==> src/rtl/snake_pkg.sv <==
// Shared encodings for the snake motion engine: game status, direction codes
// and grid coordinate widths.
package snake_pkg;

    localparam int X_W = 6;
    localparam int Y_W = 5;

    typedef enum logic [1:0] {
        ST_START   = 2'b00,
        ST_RESTART = 2'b01,
        ST_PLAY    = 2'b10,
        ST_DIE     = 2'b11
    } game_status_t;

    // Opposite directions differ only in bit 0.
    typedef enum logic [1:0] {
        DIR_UP    = 2'b00,
        DIR_DOWN  = 2'b01,
        DIR_LEFT  = 2'b10,
        DIR_RIGHT = 2'b11
    } dir_t;

    function automatic dir_t reverse_dir(input dir_t d);
        return dir_t'(d ^ 2'b01);
    endfunction

endpackage

==> src/rtl/bcd_counter3.sv <==
// Three-digit BCD score counter: synchronous clear, increment enable,
// decimal carry between digits, saturating at 999.
module bcd_counter3 (
    input  logic        clk,
    input  logic        rst,
    input  logic        clr,
    input  logic        inc,
    output logic [11:0] bcd
);

    logic [11:0] bcd_reg;
    logic [11:0] bcd_next;
    logic [2:0]  carry;
    logic        saturated;

    assign carry[0]  = 1'b1;
    assign saturated = (bcd_reg == 12'h999);

    genvar gi;
    generate
        for (gi = 0; gi < 3; gi++) begin : g_digit
            logic [3:0] digit;
            logic       at_nine;
            assign digit   = bcd_reg[gi*4 +: 4];
            assign at_nine = (digit == 4'd9);
            assign bcd_next[gi*4 +: 4] = carry[gi] ? (at_nine ? 4'd0 : digit + 4'd1) : digit;
            if (gi < 2) begin : g_carry
                assign carry[gi+1] = carry[gi] & at_nine;
            end
        end
    endgenerate

    always_ff @(posedge clk or posedge rst) begin
        if (rst) begin
            bcd_reg <= 12'h000;
        end else if (clr) begin
            bcd_reg <= 12'h000;
        end else if (inc && !saturated) begin
            bcd_reg <= bcd_next;
        end
    end

    assign bcd = bcd_reg;

endmodule

==> src/rtl/snake_motion_unit.sv <==
// Snake motion and collision engine with per-pixel snake queries.
// Define SNAKE_WRAP_EN to make the grid edges wrap instead of acting as walls.
module snake_motion_unit
    import snake_pkg::*;
#(
    parameter int GRID_W   = 40,
    parameter int GRID_H   = 30,
    parameter int MAX_LEN  = 16,
    parameter int INIT_LEN = 3,
    parameter int STEP_DIV = 12_500_000
) (
    input  logic           clk,
    input  logic           rst,
    input  logic [1:0]     game_status,
    input  logic           key0_right,
    input  logic           key1_left,
    input  logic           key2_down,
    input  logic           key3_up,
    input  logic [X_W-1:0] apple_x,
    input  logic [Y_W-1:0] apple_y,
    input  logic           apple_valid,
    input  logic [X_W-1:0] pix_x,
    input  logic [Y_W-1:0] pix_y,
    output logic           is_snake,
    output logic           is_head,
    output logic           apple_eaten,
    output logic           hit_wall,
    output logic           hit_body,
    output logic [11:0]    bcd_data
);

    localparam int TICK_W = (STEP_DIV > 1) ? $clog2(STEP_DIV) : 1;
    localparam int LEN_W  = $clog2(MAX_LEN + 1);
    localparam logic [X_W-1:0] HOME_X = X_W'(GRID_W / 2);
    localparam logic [Y_W-1:0] HOME_Y = Y_W'(GRID_H / 2);
`ifdef SNAKE_WRAP_EN
    localparam bit WALLS_ON = 1'b0;
`else
    localparam bit WALLS_ON = 1'b1;
`endif

    game_status_t status;
    assign status = game_status_t'(game_status);

    // Segment 0 is the head; entries at index >= len_reg are don't-care.
    logic [MAX_LEN-1:0][X_W-1:0] seg_x_reg;
    logic [MAX_LEN-1:0][Y_W-1:0] seg_y_reg;
    logic [MAX_LEN-1:0][X_W-1:0] init_x;
    logic [LEN_W-1:0]  len_reg;
    dir_t              cur_dir_reg;
    dir_t              pend_dir_reg;
    logic [TICK_W-1:0] tick_reg;
    logic              hit_wall_reg, hit_body_reg, eaten_reg;
    logic              is_snake_reg, is_head_reg;

    dir_t              key_dir;
    logic              key_any;
    logic              step, wall_block, body_hit, grow, move;
    logic [X_W-1:0]    next_x;
    logic [Y_W-1:0]    next_y;
    logic [MAX_LEN-1:0] body_match, query_match;

    always_comb begin
        key_any = 1'b1;
        key_dir = DIR_RIGHT;
        if (!key3_up)         key_dir = DIR_UP;
        else if (!key2_down)  key_dir = DIR_DOWN;
        else if (!key1_left)  key_dir = DIR_LEFT;
        else if (!key0_right) key_dir = DIR_RIGHT;
        else                  key_any = 1'b0;
    end

    assign step = (status == ST_PLAY) && (tick_reg == TICK_W'(STEP_DIV - 1));

    // The step always travels in the pending direction; edge cells either
    // block the move or wrap to the opposite side.
    always_comb begin
        next_x     = seg_x_reg[0];
        next_y     = seg_y_reg[0];
        wall_block = 1'b0;
        case (pend_dir_reg)
            DIR_UP: begin
                if (seg_y_reg[0] == '0) begin
                    next_y     = Y_W'(GRID_H - 1);
                    wall_block = WALLS_ON;
                end else begin
                    next_y = seg_y_reg[0] - 1'b1;
                end
            end
            DIR_DOWN: begin
                if (seg_y_reg[0] == Y_W'(GRID_H - 1)) begin
                    next_y     = '0;
                    wall_block = WALLS_ON;
                end else begin
                    next_y = seg_y_reg[0] + 1'b1;
                end
            end
            DIR_LEFT: begin
                if (seg_x_reg[0] == '0) begin
                    next_x     = X_W'(GRID_W - 1);
                    wall_block = WALLS_ON;
                end else begin
                    next_x = seg_x_reg[0] - 1'b1;
                end
            end
            default: begin
                if (seg_x_reg[0] == X_W'(GRID_W - 1)) begin
                    next_x     = '0;
                    wall_block = WALLS_ON;
                end else begin
                    next_x = seg_x_reg[0] + 1'b1;
                end
            end
        endcase
    end

    assign grow = apple_valid && (next_x == apple_x) && (next_y == apple_y);

    genvar gi;
    generate
        for (gi = 0; gi < MAX_LEN; gi++) begin : g_seg
            assign init_x[gi] = HOME_X - X_W'((gi < INIT_LEN) ? gi : INIT_LEN - 1);
            // Without growth the tail vacates its cell in the same step.
            assign body_match[gi] = (LEN_W'(gi) < len_reg)
                                  && (grow || (LEN_W'(gi + 1) != len_reg))
                                  && (seg_x_reg[gi] == next_x) && (seg_y_reg[gi] == next_y);
            assign query_match[gi] = (LEN_W'(gi) < len_reg)
                                   && (seg_x_reg[gi] == pix_x) && (seg_y_reg[gi] == pix_y);
        end
    endgenerate

    assign body_hit = |body_match;
    assign move     = step && !wall_block && !body_hit;

    always_ff @(posedge clk or posedge rst) begin
        if (rst) begin
            seg_x_reg <= init_x;
            seg_y_reg <= {MAX_LEN{HOME_Y}};
        end else if (status == ST_RESTART) begin
            seg_x_reg <= init_x;
            seg_y_reg <= {MAX_LEN{HOME_Y}};
        end else if (move) begin
            seg_x_reg <= {seg_x_reg[MAX_LEN-2:0], next_x};
            seg_y_reg <= {seg_y_reg[MAX_LEN-2:0], next_y};
        end
    end

    always_ff @(posedge clk or posedge rst) begin
        if (rst) begin
            len_reg      <= LEN_W'(INIT_LEN);
            cur_dir_reg  <= DIR_RIGHT;
            pend_dir_reg <= DIR_RIGHT;
            tick_reg     <= '0;
            hit_wall_reg <= 1'b0;
            hit_body_reg <= 1'b0;
            eaten_reg    <= 1'b0;
        end else begin
            eaten_reg <= 1'b0;
            case (status)
                ST_RESTART: begin
                    len_reg      <= LEN_W'(INIT_LEN);
                    cur_dir_reg  <= DIR_RIGHT;
                    pend_dir_reg <= DIR_RIGHT;
                    tick_reg     <= '0;
                    hit_wall_reg <= 1'b0;
                    hit_body_reg <= 1'b0;
                end
                ST_START: begin
                    tick_reg <= '0;
                    if (key_any) pend_dir_reg <= key_dir;
                end
                ST_PLAY: begin
                    tick_reg <= step ? '0 : tick_reg + 1'b1;
                    if (key_any && (key_dir != reverse_dir(cur_dir_reg))) begin
                        pend_dir_reg <= key_dir;
                    end
                    if (step) begin
                        cur_dir_reg <= pend_dir_reg;
                        if (wall_block) begin
                            hit_wall_reg <= 1'b1;
                        end else if (body_hit) begin
                            hit_body_reg <= 1'b1;
                        end else if (grow) begin
                            eaten_reg <= 1'b1;
                            if (len_reg < LEN_W'(MAX_LEN)) len_reg <= len_reg + 1'b1;
                        end
                    end
                end
                default: ;
            endcase
        end
    end

    always_ff @(posedge clk or posedge rst) begin
        if (rst) begin
            is_snake_reg <= 1'b0;
            is_head_reg  <= 1'b0;
        end else begin
            is_snake_reg <= |query_match;
            is_head_reg  <= (seg_x_reg[0] == pix_x) && (seg_y_reg[0] == pix_y);
        end
    end

    bcd_counter3 u_score (
        .clk (clk),
        .rst (rst),
        .clr (status == ST_RESTART),
        .inc (move && grow),
        .bcd (bcd_data)
    );

    assign is_snake    = is_snake_reg;
    assign is_head     = is_head_reg;
    assign apple_eaten = eaten_reg;
    assign hit_wall    = hit_wall_reg;
    assign hit_body    = hit_body_reg;

endmodule

==> config.mk <==
export PLATFORM = sky130hd
export DESIGN_NAME = snake_motion_unit
export DESIGN_NICKNAME = d
export VERILOG_FILES = /design/src/rtl/snake_pkg.sv /design/src/rtl/bcd_counter3.sv /design/src/rtl/snake_motion_unit.sv
export SDC_FILE = /design/constraint.sdc
export NUM_CORES = 1
export LEC_CHECK = 0
export CELL_PAD_IN_SITES_DETAIL_PLACEMENT = 1
export CELL_PAD_IN_SITES_GLOBAL_PLACEMENT = 1
export CORE_ASPECT_RATIO = 0.8
export CORE_MARGIN = 2
export CORE_UTILIZATION = 35
export DETAILED_ROUTE_END_ITERATION = 8
export DONT_BUFFER_PORTS = 1
export GPL_TIMING_DRIVEN = 0
export HOLD_SLACK_MARGIN = 0.15
export PLACE_DENSITY = 0.7
export SLEW_MARGIN = 10
export SYNTH_ARGS = -nofsm -noshare
export SYNTH_HDL_FRONTEND = slang
export SYNTH_HIERARCHICAL = 1
export SYNTH_SLANG_ARGS = --single-unit
==> constraint.sdc <==
create_clock -name clk -period 10.28 [get_ports clk]
set_input_delay 2.056 -clock clk [delete_from_list [all_inputs] [get_ports clk]]
set_output_delay 2.056 -clock clk [all_outputs]
set_load 0.005 [all_outputs]
# ---- Yosys cells after proc, flatten, opt, wreduce, memory -nomap -nowiden
# Index checks and enable logic that the tools add are counted.
dict set report op_classes {
  add_sub_neg 9
  order_cmp 17
  eq_ne 103
  mux 54
  bitwise 2
  n_reduce_logical 130
}
# op n
set ops {}
lappend ops {{$eq 6x6->1} 33}
lappend ops {{$mux 96} 2}
lappend ops {{$eq 5x5->1} 33}
lappend ops {{$mux 80} 2}
lappend ops {{$logic_and 1x1->1} 89}
lappend ops {{$pmux 24 s2} 1}
lappend ops {{$lt 4x5->1 const A} 8}
lappend ops {{$ne 4x5->1 const A} 8}
lappend ops {{$mux 5} 7}
lappend ops {{$reduce_or 16->1} 2}
lappend ops {{$add 24x1->24 const B} 1}
lappend ops {{$eq 24x24->1 const B} 1}
lappend ops {{$mux 12} 2}
lappend ops {{$mux 24} 1}
lappend ops {{$lt 3x5->1 const A} 4}
lappend ops {{$mux 4} 5}
lappend ops {{$ne 3x5->1 const A} 4}
lappend ops {{$pmux 5 s2} 2}
lappend ops {{$mux 1} 19}
lappend ops {{$logic_or 1x1->1} 16}
lappend ops {{$ne 2x2->1 const B} 7}
lappend ops {{$add 4x1->4 const B} 3}
lappend ops {{$eq 12x12->1 const B} 1}
lappend ops {{$eq 4x4->1 const B} 3}
lappend ops {{36 further kinds} 61}
dict set report totals {
  reg_bits 226
  input_bits 31
  out_inout_bits 17
  elab_cells 359
}

# ---- Logic depth before layout (Yosys ltp)
# Gate-level depths: netlist of the first run.
dict set report depth {
  word_depth 17
  mapped_depth 20
  ltp_nobuf 15
}

# ---- By module
# Netlist of the first run, hierarchy kept.
# module n_inst cells_each area_per_inst_um2 seq_area_each_um2
set by_module_without_submodules {}
lappend by_module_without_submodules {snake_motion_unit 1 1657 15346.0 5484.0}
lappend by_module_without_submodules {bcd_counter3 1 80 795.8 300.3}

# ---- Worst setup path after synthesis of the first run
# Ideal clock, no wire load.
dict set report synth_timing {
  kind {input-to-reg}
  from {input port apple_y[0]}
  to {register u_score.bcd_reg[10] (netlist: u_score/bcd[10])}
  setup_time_ns 0.128
  arrival_time_ns 4.842
  required_time_ns 10.152
  slack_ns 5.310
  path_stages 13
  n_path_buf 2
  cell_sequence {or3_1 a21oi_1 or3_1 nor4_4 o32a_1 a2111oi_1 and3_4 and3_1 buf_4 nand4b_4 buf_6 nor4b_2 mux2_1}
}
dict set report synth_via {
  elab_chain_cells 13
  word_cells_on_any_way 73
  cone_classes {eq/ne: 1; reduce/logical: 72}
}
# element line
set synth_rtl {}
lappend synth_rtl {{start: declaration} snake_motion_unit.sv:20} ;# input logic [Y_W-1:0] apple_y,
lappend synth_rtl {{$eq 5x5->1 (*)} snake_motion_unit.sv:117} ;# assign grow = apple_valid && (next_x == apple_x) && (next_y == apple_y);
lappend synth_rtl {{$logic_and 1x1->1 (*)} snake_motion_unit.sv:117}
lappend synth_rtl {{$logic_or 1x1->1} snake_motion_unit.sv:125} ;# && (grow || (LEN_W'(gi + 1) != len_reg))
lappend synth_rtl {{$logic_and 1x1->1} snake_motion_unit.sv:125}
lappend synth_rtl {{$logic_and 1x1->1 (2 in series)} snake_motion_unit.sv:126} ;# && (seg_x_reg[gi] == next_x) && (seg_y_reg[gi] == next_y);
lappend synth_rtl {{$reduce_or 16->1} snake_motion_unit.sv:132} ;# assign body_hit = |body_match;
lappend synth_rtl {{$logic_not 1->1} snake_motion_unit.sv:133} ;# assign move = step && !wall_block && !body_hit;
lappend synth_rtl {{$logic_and 1x1->1} snake_motion_unit.sv:133}
lappend synth_rtl {{$logic_and 1x1->1 (*)} snake_motion_unit.sv:208} ;# .inc (move && grow),
lappend synth_rtl {{$logic_and 1x1->1 (*)} bcd_counter3.sv:38} ;# end else if (inc && !saturated) begin
lappend synth_rtl {{$reduce_bool 2->1 (no line) (*)} -}
lappend synth_rtl {{$reduce_and 2->1 (no line) (*)} -}
lappend synth_rtl {{end signal: assignment} bcd_counter3.sv:39} ;# bcd_reg <= bcd_next;
lappend synth_rtl {{end: declaration} bcd_counter3.sv:11} ;# logic [11:0] bcd_reg;
# Every way passes the cells marked *; elsewhere a longest branch is shown, timed or not.
# A chain may end at the register's enable or synchronous reset.

# ---- Worst setup path after layout of the first run
dict set report layout_timing {
  from {register seg_y_reg[0] (netlist bit)}
  to {register u_score.bcd_reg[10] (netlist: u_score/bcd[10])}
}
dict set report layout_via {
  elab_chain_cells 16
  word_cells_on_any_way 101
  cone_classes {add/sub: 2; eq/ne: 18; mux: 6; reduce/logical: 75}
}
# element line
set layout_rtl {}
lappend layout_rtl {{start: declaration} snake_motion_unit.sv:47} ;# logic [MAX_LEN-1:0][Y_W-1:0] seg_y_reg;
lappend layout_rtl {{start signal: assignment} snake_motion_unit.sv:138} ;# seg_y_reg <= {MAX_LEN{HOME_Y}};
lappend layout_rtl {{start signal: assignment} snake_motion_unit.sv:141} ;# seg_y_reg <= {MAX_LEN{HOME_Y}};
lappend layout_rtl {{start signal: assignment} snake_motion_unit.sv:144} ;# seg_y_reg <= {seg_y_reg[MAX_LEN-2:0], next_y};
lappend layout_rtl {{$add 5x1->5, or another cell as far along} snake_motion_unit.sv:95} ;# next_y = seg_y_reg[0] + 1'b1;
lappend layout_rtl {{$mux 5, on equally long branches} {snake_motion_unit.sv:91, snake_motion_unit.sv:83}}
lappend layout_rtl {{$pmux 5 s2} snake_motion_unit.sv:81} ;# case (pend_dir_reg)
lappend layout_rtl {{$eq 5x5->1} snake_motion_unit.sv:117}
lappend layout_rtl {{$logic_and 1x1->1} snake_motion_unit.sv:117}
lappend layout_rtl {{$logic_or 1x1->1} snake_motion_unit.sv:125}
lappend layout_rtl {{$logic_and 1x1->1} snake_motion_unit.sv:125}
lappend layout_rtl {{$logic_and 1x1->1 (2 in series)} snake_motion_unit.sv:126}
lappend layout_rtl {{$reduce_or 16->1} snake_motion_unit.sv:132}
lappend layout_rtl {{$logic_not 1->1} snake_motion_unit.sv:133}
lappend layout_rtl {{$logic_and 1x1->1} snake_motion_unit.sv:133}
lappend layout_rtl {{$logic_and 1x1->1 (*)} snake_motion_unit.sv:208}
lappend layout_rtl {{$logic_and 1x1->1 (*)} bcd_counter3.sv:38}
lappend layout_rtl {{$reduce_bool 2->1 (no line) (*)} -}
lappend layout_rtl {{$reduce_and 2->1 (no line) (*)} -}
# Marks and branches as above.

==> results of run 1 <==
## logic make-up (layout without fill, tap and decap cells)
| logic type | count (synthesis) | count (layout) | share of synthesized area |
|---|---|---|---|
| other | 0 | 1 | 0 |
| xor gates and xnor gates | 362 | 362 | 0.1990 |
| buffers and inverters | 234 | 289 | 0.06302 |
| muxes | 182 | 182 | 0.1243 |
| DFF | 226 | 226 | 0.3583 |
| adders and majority gates | 15 | 15 | 0.01163 |
| and+or+nand+nor | 560 | 560 | 0.1774 |
| AOI/OAI and AO/OA | 158 | 158 | 0.06643 |
## critical path: stages (launching register included)
cell and delay [ps]:
dfstp_2 560, clkbuf_1 450, inv_1 290, ha_1 310, mux2i_1 320, mux2i_1 290
nor2_1 590, buf_2 670, xnor2_1 270, nor4_1 110, a31oi_1 360, o2111ai_1 190
a222oi_1 590, and3_4 360, and3_1 300, buf_4 220, nand4b_4 140, buf_6 170
nor4b_2 270, mux2_1 350
## placed cells by master (no fill, tap or decap), types with 6 or more instances in the layout
| master | instances |
|---|---|
| dfrtp_1 | 123 |
| nand2_1 | 121 |
| clkbuf_16 | 29 |
| nor4_1 | 44 |
| nor3_1 | 36 |
| a211oi_1 | 6 |
| xor2_1 | 89 |
| xnor2_1 | 270 |
| o21ai_0 | 40 |
| a31oi_1 | 16 |
| or3_1 | 6 |
| buf_2 | 28 |
| a21oi_1 | 30 |
| nand3_1 | 40 |
| and3_1 | 10 |
| mux2_2 | 37 |
| ha_1 | 15 |
| dfstp_2 | 103 |
| buf_6 | 6 |
| nor2_1 | 162 |
| buf_4 | 16 |
| nand4_1 | 57 |
| o31ai_1 | 12 |
| inv_1 | 124 |
| clkinv_2 | 6 |
| nand2b_1 | 12 |
| nor2b_1 | 7 |
| mux2_4 | 24 |
| or4_1 | 11 |
| clkbuf_1 | 61 |
| and4_1 | 7 |
| mux2i_1 | 118 |
| a2111oi_0 | 6 |
## routing by layer
| metal | vias to the layer above | GRT usage | wire, µm |
|---|---|---|---|
| li1 | 5964 | - | - |
| met1 | 7195 | 0.4070 | 31130 |
| met2 | 644 | 0.4291 | 29580 |
| met3 | 149 | 0.05964 | 5629 |
| met4 | 0 | 0.1048 | 2731 |
| met5 | - | 0 | 0 |
## path summary, 6_finish.rpt
check,from,end,slack (ps),cells past startpoint
max,seg_y_reg[0]$_DFFE_PP1P_,u_score/bcd[10]$_DFFE_PP0P_,3330,19
min in group asynchronous,rst,u_score/bcd[10]$_DFFE_PP0P_,1370,1
max in group asynchronous,rst,seg_x_reg[95]$_DFFE_PP0P_,7710,2
max reg2reg,seg_y_reg[0]$_DFFE_PP1P_,u_score/bcd[10]$_DFFE_PP0P_,3330,19
min,seg_x_reg[88]$_DFFE_PP1P_,seg_x_reg[94]$_DFFE_PP1P_,510,2
min reg2reg,seg_x_reg[88]$_DFFE_PP1P_,seg_x_reg[94]$_DFFE_PP1P_,510,2
## per-stage QoR
| step | total power, W | area [µm²] | hold slack [ps] | TNS (ps) |
|---|---|---|---|---|
| detailed placement | 0.001278 | 16940 | 509.3 | 0 |
| CTS | 0.002370 | 17940 | 511.3 | 0 |
| global placement | 0.001271 | 16910 | 490.7 | -38210 |
| finish | 0.002367 | 17950 | 510.7 | 0 |
| global route | 0.002432 | 17940 | 526.5 | 0 |
| floorplan | 0.001144 | 16140 | 472.7 | 0 |
## power by group
part	internal [W]	switching [W]	total, W	leakage (nW)
sequential	0.000895	0.00000346	0.000899	2.80
combinational	0.000111	0.000270	0.000381	3.85
clock	0.000645	0.000442	0.00109	0.490
total	0.00165	0.000716	0.00237	7.14
## final cells by class
class,instances,area (µm²),share of cell area
antenna,1,2.502,0.0001394
buffer,108,548.0,0.03054
clock buffer,39,793.3,0.04420
clock inverter,15,203.9,0.01136
inverter,126,480.5,0.02677
multi-input combinational,1277,9340,0.5205
sequential,226,5784,0.3223
tap,612,765.7,0.04267
timing repair buffer,1,27.53,0.001534
==> flow_summary_export.csv, run 1 <==
group,metric,value,unit
status,status,"complete, no violations",
sta,worstMarginPinSlew,1438,ps
clock_tree,numCtsBuffers,29,
clock_tree,root_buffer,"clkbuf_16",
synthesis,yosys_most_used_dff,"dfrtp_1",
cells_and_area,area_growth,11.18,%
clock_tree,h-tree-depth,1,
clock_tree,cts_buffer_depth,3,
routing,drc,0,
sta,fmax,143.9,MHz
synthesis,synthesis.nets,1783,
power,powerDensity,131.9,mW/mm²
clock_tree,cts_tree,"yes",
sta,period_needed,6949,ps
cells_and_area,fin_util,0.3933,
synthesis,yosysTopAreaCellShare,0.1907,
cells_and_area,nNetsFinal,1815,
setup_path,cp.required,10760,ps
setup_path,crit_arrival,7430,ps
sta,rsz0062_at_grt,"false",
synthesis,synth.cell_area,0.01614,mm²
sta,setup_violations,0,
synthesis,yosysTopAreaCell,"dfrtp_1",
placement,place.gp.congestion,1.003,
die,row_count,70,
synthesis,synthArstFlopShare,1.000,
global_route,grt-ovfl-total,0,
clock_tree,cts_hold_buf,0,
setup_path,crit_fanout,11,
routing,viasPerCell,5.801,
global_route,grt_use_total,0.2869,
clock_tree,clk_pin_slew,60,ps
power,leakagePower,7.142,nW
global_route,grt_pass1_vias,14530,
sta,slew_headroom,0.04156,
clock_tree,clk_latency,600,ps
placement,portBuffers,0,
die,dieWidth,244.1,µm
clock_tree,cts.sinks,226,
die,chipHeight,196.1,µm
synthesis,synth_cells,1737,
sta,setup_slack,3331,ps
clock_tree,cts_setup_buffers,0,
die,initial_core_util,0.3537,
synthesis,ys_top_cells_by_area,"dfrtp_1, dfstp_2, xnor2_1, mux2i_1, xor2_1",
routing,routed_wl,69070,µm
synthesis,ys_seq_elements,226,
synthesis,synth_cell_types,83,
synthesis,yosysWarnings,6,
cells_and_area,largest_reg_flops,96,
cells_and_area,n_fill_cell,5224,
sta,finalHoldViolations,0,
die,fp.dieArea,0.04786,mm²
routing,drt_iter0_drc,1279,
global_route,grt_pass1_wl,101100,µm
routing,dr.pass1.iters,5,
die,core-area,0.04563,mm²
sta,maxSlewViolCount,0,
synthesis,synth.most_common_cell,"xnor2_1",
global_route,grt_start_max_net_pins,110,
sta,worst_clock_skew,18.80,ps
power,peakVddDrop,128.9,µV
synthesis,synth_commonest_cells,"xnor2_1, nor2_1, inv_1",
synthesis,syn_area_per_cell,9.293,µm²
die,io_pins,48,
synthesis,synth_edf_count,0,
placement,dp_hpwl,50210,µm
clock_tree,cts_resized,0,
setup_path,endpoint_kind,"flop",
placement,dpl_worst_slack,3680,ps
routing,antenna_left,0,
placement,dp.cells,2350,
cells_and_area,drive_above_1_share,0.1563,
run,cap_violations,0,
setup_path,cp-start-kind,"flop",
sta,period_share,0.6760,
cells_and_area,fin_cells,2405,
setup_path,crit_type,"flop to flop",
global_route,antenna_found_initial,2,
min_path,hold_class,"flop to flop",
synthesis,ys_seq_area_frac,0.3583,
routing,num_vias,13950,
routing,wl_per_cell,28.72,µm
No activity file was read; power rests on OpenSTA's default activity.
==> inputs of run 2 (changes only) <==
Settings changed: PLACE_DENSITY 0.7 to 0.73.
Clock period 10.28 ns to 5.99 ns, I/O delays scaled along.
==> run 2 against run 1 <==
Global-route usage shrank 0.97 points. Register-to-register slack lost 3200 ps. Highest routed layer unchanged. Critical path type unchanged. Clock power grew 60%. Sequential cell count is the same. Routed wire length shrank 3.4%. Clock skew shrank 6.8 ps. Critical path depth grew 1.
==> flow_summary_export.csv, run 2 (synthesized netlist as in run 1, its figures left out) <==
group,metric,value,unit
placement,placed_area,0.01703,mm²
clock_tree,cts.sinks,226,
cells_and_area,n_fill_cell,5267,
clock_tree,cts_hold_buf,0,
min_path,hold_class,"flop to flop",
sta,setup_violations,0,
setup_path,crit_type,"flop to flop",
clock_tree,numCtsBuffers,28,
die,initial_core_util,0.3537,
routing,antenna_left,0,
placement,place.gp.congestion,1.008,
die,core-area,0.04563,mm²
placement,dp.cells,2355,
global_route,grt-ovfl-total,0,
setup_path,crit_path_max_incr_delay,560,ps
global_route,grt_pass1_wl,98770,µm
cells_and_area,multi_input_area,0.009380,mm²
setup_path,cp-start-kind,"flop",
die,dieWidth,244.1,µm
global_route,antenna_found_initial,2,
routing,viasPerCell,5.824,
run,cap_violations,0,
routing,dr.pass1.iters,5,
setup_path,path_buf_inv,6,
setup_path,crit_family,"buffers and inverters",
global_route,grt_use_total,0.2772,
sta,rsz0062_at_grt,"false",
power,powerDensity,218.6,mW/mm²
clock_tree,clk_pin_slew,60,ps
setup_path,crit_arrival,6360,ps
clock_tree,root_buffer,"clkbuf_16",
placement,portBuffers,0,
setup_path,endpoint_kind,"flop",
power,leakagePower,7.190,nW
cells_and_area,stdcell_area,0.01805,mm²
sta,maxSlewViolCount,0,
cells_and_area,nNetsFinal,1824,
setup_path,cp.required,6440,ps
clock_tree,cts_buffer_depth,3,
routing,wl_per_cell,27.66,µm
setup_path,crit_path_top_delay_cell,"dfstp_2",
die,row_count,70,
status,status,"complete, no violations",
cells_and_area,area_growth,11.84,%
routing,num_vias,14050,
die,chipHeight,196.1,µm
clock_tree,cts_tree,"yes",
cells_and_area,regArea,0.005784,mm²
sta,slew_headroom,0.05143,
sta,worstMarginPinSlew,1423,ps
setup_path,cp_cell_sequence,"clkbuf_2, inv_1, ha_1, mux2i_1, mux2i_2, nor2_4, buf_4, xnor2_1, nor4_1, a31oi_1, o2111ai_1, a222oi_1, buf_4, and3_4, and3_1, buf_4, nand4b_4, buf_6, nor4b_2, mux2_1",
cells_and_area,drive_above_1_share,0.1628,
routing,routed_wl,66720,µm
placement,dp_hpwl,48600,µm
cells_and_area,layout_common_cells,"xnor2_1, nor2_1, inv_1, dfrtp_1, nand2_1",
global_route,grt_pass1_vias,14600,
sta,worst_clock_skew,11.98,ps
setup_path,crit_fanout,10,
die,fp.dieArea,0.04786,mm²
sta,period_share,0.9857,
sta,finalHoldViolations,0,
global_route,grt_start_max_net_pins,38,
cells_and_area,fin_cells,2412,
routing,drc,0,
cells_and_area,diodes,0,
routing,drt_iter0_drc,1411,
power,peakVddDrop,202.2,µV
clock_tree,h-tree-depth,1,
die,io_pins,48,
sta,fmax,169.4,MHz
clock_tree,clk_latency,570,ps
sta,period_needed,5904,ps
setup_path,path_common_cell,"buf_4",
cells_and_area,largest_reg_flops,96,
cells_and_area,mostFrequentLayoutCell,"xnor2_1",
[run 2: changes by cell type in the layout (fill, tap and decap cells not counted), sizes merged]
cell,before,now
bufinv,4,2
clkbuf,95,102
inv,128,125
buf,53,59
diode,1,0
[run 2: cell type report]
type,instances,area share
Buffer,108,0.03160
Clock buffer,42,0.04449
Clock inverter,10,0.006376
Inverter,126,0.02641
Multi-Input combinational cell,1277,0.5196
Sequential cell,226,0.3204
Tap cell,612,0.04241
Timing Repair Buffer,11,0.008732
[run 2: per-stage QoR]
step / setup TNS, ps / hold WS [ps] / setup WS (ps) / utilization / power [W]
3_5_place_dp: -27100 / 510.6 / -582.2 / 0.3733 / 0.002195
6_report: 0 / 521.4 / 85.58 / 0.3956 / 0.003947
5_1_grt: 0 / 531.7 / 13.38 / 0.3956 / 0.004061
2_1_floorplan: 0 / 472.7 / 1143 / - / 0.001964
3_3_place_gp: -24870 / 497.5 / -579.9 / 0.3706 / 0.002177
4_1_cts: 0 / 518.7 / 0.7274 / 0.3948 / 0.003949
[run 2: where the power goes]
group | internal [W] | total [W] | leakage [nW] | switching, W
combinational | 0.000205 | 0.000668 | 3.93 | 0.000464
sequential | 0.00154 | 0.00154 | 2.80 | 0.00000486
clock | 0.00101 | 0.00174 | 0.454 | 0.000726
[run 2: worst register-to-register path: cells and delay by family, from the launching register on]
kind / cells / cell delay (ps)
AOI/OAI and AO/OA: 3 / 930
xor gates and xnor gates: 1 / 370
adders and majority gates: 1 / 280
buffers and inverters: 6 / 1300
DFF: 1 / 560
muxes: 3 / 1180
and+or+nand+nor: 6 / 1180
[run 2: metal layers]
metal  GRT usage  routed length [µm]  vias up
met5           0                   0        -
met3     0.06689                6268      149
met4      0.1000                2709        0
met1      0.3898               29530     7248
met2      0.4124               28210      656
li1            -                   -     5994
[run 2: path summary, 6_finish.rpt]
| kind | start | to | slack, ps | cells after the start |
|---|---|---|---|---|
| max in group asynchronous | rst | seg_y_reg[78]$_DFFE_PP1P_ | 4320 | 4 |
| setup reg to reg | seg_y_reg[0]$_DFFE_PP1P_ | u_score/bcd[10]$_DFFE_PP0P_ | 90 | 20 |
| min in group asynchronous | rst | u_score/bcd[1]$_DFFE_PP0P_ | 540 | 1 |
| hold / removal | seg_x_reg[88]$_DFFE_PP1P_ | seg_x_reg[94]$_DFFE_PP1P_ | 520 | 2 |
| setup / recovery | seg_y_reg[0]$_DFFE_PP1P_ | u_score/bcd[10]$_DFFE_PP0P_ | 90 | 20 |
| hold reg to reg | seg_x_reg[88]$_DFFE_PP1P_ | seg_x_reg[94]$_DFFE_PP1P_ | 520 | 2 |
[run 2: repair_timing]
item	in CTS	in global routing
gates cloned	0	0
setup buffers	4	1
pin swaps	2	1
resized for setup	10	11
endpoints found under the setup margin	188	8
